### config.mk
export PLATFORM = sky130hd
export DESIGN_NAME = floo_sl_credit_arbiter
export DESIGN_NICKNAME = d
export VERILOG_FILES = /design/src/rtl/floo_sl_credit_arbiter.sv
export SDC_FILE = /design/constraint.sdc
export NUM_CORES = 1
export LEC_CHECK = 0
export CELL_PAD_IN_SITES_DETAIL_PLACEMENT = 0
export CELL_PAD_IN_SITES_GLOBAL_PLACEMENT = 1
export CORE_UTILIZATION = 27
export DETAILED_ROUTE_END_ITERATION = 16
export PLACE_DENSITY_LB_ADDON = 0.12
export SKIP_LAST_GASP = 1
export SLEW_MARGIN = 0
export SYNTH_ARGS = -nofsm -noshare
export SYNTH_HDL_FRONTEND = slang
export SYNTH_SLANG_ARGS = --single-unit
### constraint.sdc
create_clock -name clk_i -period 5.6 [get_ports clk_i]
set_input_delay 1.12 -clock clk_i [delete_from_list [all_inputs] [get_ports clk_i]]
set_output_delay 1.12 -clock clk_i [all_outputs]
set_load 0.02 [all_outputs]
### src/rtl/floo_sl_credit_arbiter.sv
// Two-VC credit-based arbiter that merges the request and response flit streams
// into one registered output stream toward a serial link.
module floo_sl_credit_arbiter #(
  parameter int unsigned DataWidth  = 64,
  parameter int unsigned NumCredits = 8,
  parameter int unsigned CntWidth   = $clog2(NumCredits + 1)
) (
  input  logic                 clk_i,
  input  logic                 rst_ni,
  input  logic                 req_valid_i,
  output logic                 req_ready_o,
  input  logic [DataWidth-1:0] req_data_i,
  input  logic                 rsp_valid_i,
  output logic                 rsp_ready_o,
  input  logic [DataWidth-1:0] rsp_data_i,
  output logic                 out_valid_o,
  input  logic                 out_ready_i,
  output logic [DataWidth-1:0] out_data_o,
  output logic                 out_vc_o,
  input  logic                 credit_req_i,
  input  logic                 credit_rsp_i,
  output logic [CntWidth-1:0]  credits_req_o,
  output logic [CntWidth-1:0]  credits_rsp_o,
  output logic                 credit_err_o
);

  localparam logic [CntWidth-1:0] MaxCnt = CntWidth'(NumCredits);

  logic                 out_valid_q, out_valid_d;
  logic [DataWidth-1:0] out_data_q, out_data_d;
  logic                 out_vc_q, out_vc_d;
  logic [CntWidth-1:0]  cnt_req_q, cnt_req_d;
  logic [CntWidth-1:0]  cnt_rsp_q, cnt_rsp_d;
  logic                 err_q, err_d;
  logic                 rr_q, rr_d;

  logic free, req_elig, rsp_elig, gnt_req, gnt_rsp;
  logic req_ovf, rsp_ovf;

  // A credit arriving this cycle is not visible until the counter updates.
  assign free     = rst_ni && (!out_valid_q || out_ready_i);
  assign req_elig = req_valid_i && (cnt_req_q != '0);
  assign rsp_elig = rsp_valid_i && (cnt_rsp_q != '0);
  assign gnt_req  = free && req_elig && (!rsp_elig || !rr_q);
  assign gnt_rsp  = free && rsp_elig && (!req_elig || rr_q);

  assign req_ovf = credit_req_i && !gnt_req && (cnt_req_q == MaxCnt);
  assign rsp_ovf = credit_rsp_i && !gnt_rsp && (cnt_rsp_q == MaxCnt);

  always_comb begin
    out_valid_d = out_valid_q;
    out_data_d  = out_data_q;
    out_vc_d    = out_vc_q;
    rr_d        = rr_q;
    cnt_req_d   = cnt_req_q;
    cnt_rsp_d   = cnt_rsp_q;
    err_d       = err_q || req_ovf || rsp_ovf;

    if (gnt_req) begin
      out_valid_d = 1'b1;
      out_data_d  = req_data_i;
      out_vc_d    = 1'b0;
    end else if (gnt_rsp) begin
      out_valid_d = 1'b1;
      out_data_d  = rsp_data_i;
      out_vc_d    = 1'b1;
    end else if (out_ready_i) begin
      out_valid_d = 1'b0;
    end

    // Pointer only moves when both VCs competed for a free output.
    if (free && req_elig && rsp_elig) begin
      rr_d = ~rr_q;
    end

    if (gnt_req && !credit_req_i) begin
      cnt_req_d = cnt_req_q - 1'b1;
    end else if (credit_req_i && !gnt_req && !req_ovf) begin
      cnt_req_d = cnt_req_q + 1'b1;
    end

    if (gnt_rsp && !credit_rsp_i) begin
      cnt_rsp_d = cnt_rsp_q - 1'b1;
    end else if (credit_rsp_i && !gnt_rsp && !rsp_ovf) begin
      cnt_rsp_d = cnt_rsp_q + 1'b1;
    end
  end

  always_ff @(posedge clk_i) begin
    if (!rst_ni) begin
      out_valid_q <= 1'b0;
      out_data_q  <= '0;
      out_vc_q    <= 1'b0;
      cnt_req_q   <= MaxCnt;
      cnt_rsp_q   <= MaxCnt;
      err_q       <= 1'b0;
      rr_q        <= 1'b0;
    end else begin
      out_valid_q <= out_valid_d;
      out_data_q  <= out_data_d;
      out_vc_q    <= out_vc_d;
      cnt_req_q   <= cnt_req_d;
      cnt_rsp_q   <= cnt_rsp_d;
      err_q       <= err_d;
      rr_q        <= rr_d;
    end
  end

  assign req_ready_o   = gnt_req;
  assign rsp_ready_o   = gnt_rsp;
  assign out_valid_o   = out_valid_q;
  assign out_data_o    = out_data_q;
  assign out_vc_o      = out_vc_q;
  assign credits_req_o = cnt_req_q;
  assign credits_rsp_o = cnt_rsp_q;
  assign credit_err_o  = err_q;

endmodule

==> results_tabular.tex <==
\begin{tabular}{lr}
\hline
Metric & Value \\
\hline
\multicolumn{2}{l}{\textbf{Global routing}} \\
\quad Overflow left after global routing & 0 \\
\quad Via count of the first global-routing pass & 3579 \\
\quad Wire length of the first global-routing pass & 18200 microns \\
\quad Global-route usage over all layers & 17.7\% \\
\quad Number of antenna violations at the first check in global routing & 0 \\
\quad Maximum number of pins on one net before global-route repair & 129 \\
\multicolumn{2}{l}{\textbf{STA}} \\
\quad Unrepaired setup endpoints after global routing & no \\
\quad Setup Viol. Count Final & 0 \\
\quad Final number of hold-violating endpoints & 0 \\
\quad Worst hold slack across all endpoints & 0.498 ns \\
\quad Final slew viol count & 0 \\
\quad Worst-Margin Slew & 1.13 ns \\
\quad Achievable Freq & 237 MHz \\
\quad Relative max-transition margin & 24.9\% \\
\quad Portion of the clock cycle consumed by the worst path in the final layout & 75.3\% \\
\quad Fin Setup TNS & 0 ns \\
\quad Worst Skew & 0.00371 ns \\
\quad Tmin final & 4.22 ns \\
\multicolumn{2}{l}{\textbf{Power and ir drop}} \\
\quad Leakage component of the power & 2.30 nW \\
\quad Peak supply drop & 0.000125 V \\
\quad Combinational group share of total power & 26.6\% \\
\quad Power Internal & 0.00116 W \\
\quad Switching Power & 0.000462 W \\
\quad Power density over the cells & 277 nW/um\^{}2 \\
\quad Sequential fraction of design power & 38.5\% \\
\quad Switching portion of total power & 28.4\% \\
\quad Power share of the clock group & 34.9\% \\
\multicolumn{2}{l}{\textbf{Yosys}} \\
\quad Synth async-reset ratio & 0\% \\
\quad Distinct cells, synth & 36 \\
\quad Post-synthesis instance area & 3410 sq um \\
\quad Yosys warning count & 0 \\
\quad Most frequent cell after synthesis & sky130\_fd\_sc\_hd\_\_nand2\_1 \\
\quad Yosys top cell area share & 44.6\% \\
\quad Cells after synthesis & 446 \\
\quad Library cell occupying the most area in the post-synthesis netlist & sky130\_fd\_sc\_hd\_\_dfxtp\_1 \\
\quad Total of flip-flops plus latches after synthesis & 76 \\
\quad EDFF count, synth & 0 \\
\quad Commonest cells in the netlist & sky130\_fd\_sc\_hd\_\_nand2\_1, sky130\_fd\_sc\_hd\_\_dfxtp\_1, sky130\_fd\_sc\_hd\_\_o21ai\_0 \\
\quad Synthesized area per cell & 7.65 sq um \\
\quad Synth top area cells & sky130\_fd\_sc\_hd\_\_dfxtp\_1, sky130\_fd\_sc\_hd\_\_nand2\_1, sky130\_fd\_sc\_hd\_\_a31oi\_1 \\
\quad Net count after synthesis & 583 \\
\quad Top\_reg\_cell synth & sky130\_fd\_sc\_hd\_\_dfxtp\_1 \\
\quad Proportion of synthesized chip area in sequential cells & 44.6\% \\
\multicolumn{2}{l}{\textbf{Critical path}} \\
\quad Crit path largest cell delay & 0.64 ns \\
\quad Number of gates on the worst path with buffers counted & 5 \\
\quad Cell family with most CP delay & buffers and inverters \\
\quad Combined buffer and inverter count along the critical path & 3 \\
\quad Beginning of the critical path & req\_valid\_i \\
\quad Required time reported for the critical path endpoint & 4.48 ns \\
\quad Critical path class & in -> out \\
\quad Critical Path Most Common Cell & sky130\_fd\_sc\_hd\_\_clkdlybuf4s50\_1 \\
\quad Worst-path cell chain & clkdlybuf4s50\_1 -> o41ai\_2 -> o2111ai\_1 -> inv\_1 -> clkdlybuf4s50\_1 \\
\quad Worst-case reg-to-reg path depth & 9 \\
\quad Standard cell with the maximum stage delay on the critical path & sky130\_fd\_sc\_hd\_\_o2111ai\_1 \\
\quad Arr. time, crit path & 3.10 ns \\
\quad Critical register-to-register path startpoint & credits\_req\_o[3]\$\_SDFFE\_PN1P\_ \\
\quad Worst Setup End Kind & primary output \\
\quad Startpoint class of the critical path & primary input \\
\quad Largest fanout on the critical path & 8 \\
\multicolumn{2}{l}{\textbf{Clock tree}} \\
\quad Number of buffers added for setup after CTS & 0 \\
\quad Post-CTS clock slew at the launch and capture registers of the worst setup and hold paths & 0.06 ns \\
\quad Clock tree from TritonCTS & yes \\
\quad Htree depth & 3 \\
\quad CTS Hold Buffers Added & 0 \\
\quad Sinks on the clock net & 76 \\
\quad Clock network latency to the later pin of the worst-skew pair & 0.33 ns \\
\quad TritonCTS buffer count & 9 \\
\quad Buffers from clock root to sink, at most & 2 \\
\quad CTS root buf & sky130\_fd\_sc\_hd\_\_clkbuf\_16 \\
\quad Resize count post-CTS & 0 \\
\multicolumn{2}{l}{\textbf{Placement}} \\
\quad Inst Count DP & 789 \\
\quad Hpwl dp & 7340 microns \\
\quad Routability congestion estimate from global placement & 0.709 \\
\quad Port Buffers & 211 \\
\multicolumn{2}{l}{\textbf{Final layout}} \\
\quad Core Util, Final & 48.3\% \\
\quad Area of combinational cells with multiple inputs & 1700 sq um \\
\quad Area used by sequential logic in the layout & 1520 sq um \\
\quad Post-layout net count & 769 \\
\quad Number of diodes & 0 \\
\quad Fillers & 1217 \\
\quad Fraction of layout cells with a size suffix above 1 & 4.25\% \\
\quad Area added between synthesis and finish & 72.2\% \\
\quad Count of non-filler cells in the finished layout & 804 \\
\multicolumn{2}{l}{\textbf{Floorplanning}} \\
\quad Core Rows & 40 \\
\quad Boundary Pins & 212 \\
\quad Die ar. & 13100 sq um \\
\quad DIE WIDTH & 114 microns \\
\quad Height of the die & 114 microns \\
\quad Placeable core region & 12200 sq um \\
\quad Initial standard-cell utilization of the core & 28.0\% \\
\multicolumn{2}{l}{\textbf{Route}} \\
\quad Number of DRC violations after detailed-routing iteration 0 & 201 \\
\quad Antenna viol nets, final & 0 \\
\quad Number of iterations in the first detailed-routing pass & 4 \\
\quad Wire length after detailed routing & 11500 microns \\
\quad Detailed-route wire length per cell & 14.4 microns \\
\quad Vias & 3835 \\
\quad Average vias per placed instance & 4.77 \\
\quad DRC errors left & 0 \\
\multicolumn{2}{l}{\textbf{Run status}} \\
\quad Run status & completed \\
\multicolumn{2}{l}{\textbf{Worst hold path}} \\
\quad Worst hold path type & reg -> reg \\
\quad Count of cells along the worst hold path & 1 \\
\quad Start point of the worst min-delay path & out\_vc\_o\$\_SDFFE\_PP0P\_ \\
\multicolumn{2}{l}{\textbf{Flow run}} \\
\quad \# Max-Cap Violations & 0 \\
\hline
\end{tabular}
## metrics by stage
stage | setup slack [ns] | instance area [sq um] | power [W]
floorplan | 2.30 | 3410 | 0.000842
global placement | 1.37 | 5580 | 0.00107
global route | 1.26 | 5870 | 0.00172
CTS | 1.37 | 5870 | 0.00165
finish | 1.38 | 5870 | 0.00162
detailed placement | 1.37 | 5580 | 0.00107
## area by class of cell
class | count | share of cell area (%)
well taps | 168 | 3.58
clock buffers | 14 | 4.84
repair buffers | 215 | 36.4
clock inverters | 1 | 0.0852
multi-input cells | 325 | 28.9
inverters | 5 | 0.320
flip-flops and latches | 76 | 25.9
## power groups by stage
stage | Clock [W] | Combinational (W) | Sequential [W]
6_report | 0.000567 | 0.000432 | 0.000626
3_5_place_dp | 0 | 0.000435 | 0.000637
3_3_place_gp | 0 | 0.000433 | 0.000635
4_1_cts | 0.000587 | 0.000437 | 0.000626
2_1_floorplan | 0 | 0.000147 | 0.000695
5_1_grt | 0.000614 | 0.000469 | 0.000633
## kinds of logic (layout without fill, tap and decap cells)
kind of cell / after synthesis / count (layout) / synth area share (%)
and+or+nand+nor: 161 / 161 / 19.0
DFF: 76 / 76 / 44.6
xor gates and xnor gates: 5 / 5 / 1.28
muxes: 8 / 8 / 2.42
buffers and inverters: 45 / 235 / 6.05
AOI/OAI and AO/OA: 149 / 149 / 25.9
adders and majority gates: 2 / 2 / 0.734
## layer usage
metal / track usage (%) / vias to the layer above / wire, microns
met3: 5.13 / 11 / 1030
li1: - / 1934 / -
met2: 28.0 / 163 / 5120
met1: 22.6 / 1727 / 5210
met4: 7.53 / 0 / 180
met5: 0 / - / 0
## registers in the layout (all words and copies together) (netlist names)
signal	count
out_data_o	64
credits_req_o	4
rr_q	1
out_valid_o	1
out_vc_o	1
credit_err_o	1
credits_rsp_o	4
## layout by cell type, fill, tap and decap left out
master,synthesis,final
sky130_fd_sc_hd__o22ai_1,2,2
sky130_fd_sc_hd__xnor2_1,3,3
sky130_fd_sc_hd__o31ai_1,2,2
sky130_fd_sc_hd__dfxtp_1,76,76
sky130_fd_sc_hd__clkinv_2,0,1
sky130_fd_sc_hd__a221oi_1,1,1
sky130_fd_sc_hd__ha_1,2,2
sky130_fd_sc_hd__o211a_1,1,1
sky130_fd_sc_hd__buf_4,0,4
sky130_fd_sc_hd__clkdlybuf4s50_1,0,210
sky130_fd_sc_hd__o2111ai_1,1,1
sky130_fd_sc_hd__a21oi_1,4,4
sky130_fd_sc_hd__inv_2,1,1
sky130_fd_sc_hd__o41a_1,1,1
sky130_fd_sc_hd__nor3b_1,1,1
sky130_fd_sc_hd__clkbuf_1,29,1
sky130_fd_sc_hd__a31oi_1,65,65
sky130_fd_sc_hd__mux2_2,2,2
sky130_fd_sc_hd__or3_1,4,4
sky130_fd_sc_hd__o21ai_0,66,66
sky130_fd_sc_hd__o211ai_1,2,2
sky130_fd_sc_hd__buf_2,6,1
sky130_fd_sc_hd__clkbuf_16,0,9
sky130_fd_sc_hd__nand2b_1,5,5
sky130_fd_sc_hd__or2_2,2,2
sky130_fd_sc_hd__nand2_1,138,138
sky130_fd_sc_hd__nor2b_1,1,1
sky130_fd_sc_hd__nor3_1,1,1
sky130_fd_sc_hd__and3b_1,1,1
sky130_fd_sc_hd__nor2_1,6,6
sky130_fd_sc_hd__a2111o_2,0,1
sky130_fd_sc_hd__inv_1,4,4
sky130_fd_sc_hd__a211oi_4,0,1
sky130_fd_sc_hd__o41ai_2,1,1
sky130_fd_sc_hd__and3_1,2,2
sky130_fd_sc_hd__o41ai_1,1,1
sky130_fd_sc_hd__mux2i_1,6,6
sky130_fd_sc_hd__clkbuf_8,0,4
sky130_fd_sc_hd__xor2_1,2,2
## worst register-to-register path, delay by kind of cell (launching register included)
family / cells / cell delay, ns
AO/OA/AOI/OAI: 2 / 0.90
XOR/XNOR: 1 / 0.17
adder cells (fa/ha/maj): 1 / 0.19
buffers and inverters: 1 / 0.62
flip-flops: 1 / 0.36
multiplexers: 2 / 0.36
AND/OR/NAND/NOR: 2 / 0.43
## final timing paths
check	slack (ns)	to
worst min register to register	0.50	out_vc_o$_SDFFE_PP0P_
worst max-delay path	1.38	rsp_ready_o
worst max register to register	2.50	credits_req_o[2]$_SDFFE_PN0P_
worst min-delay path	0.50	out_vc_o$_SDFFE_PP0P_
Power figures use the tool's default switching activity.
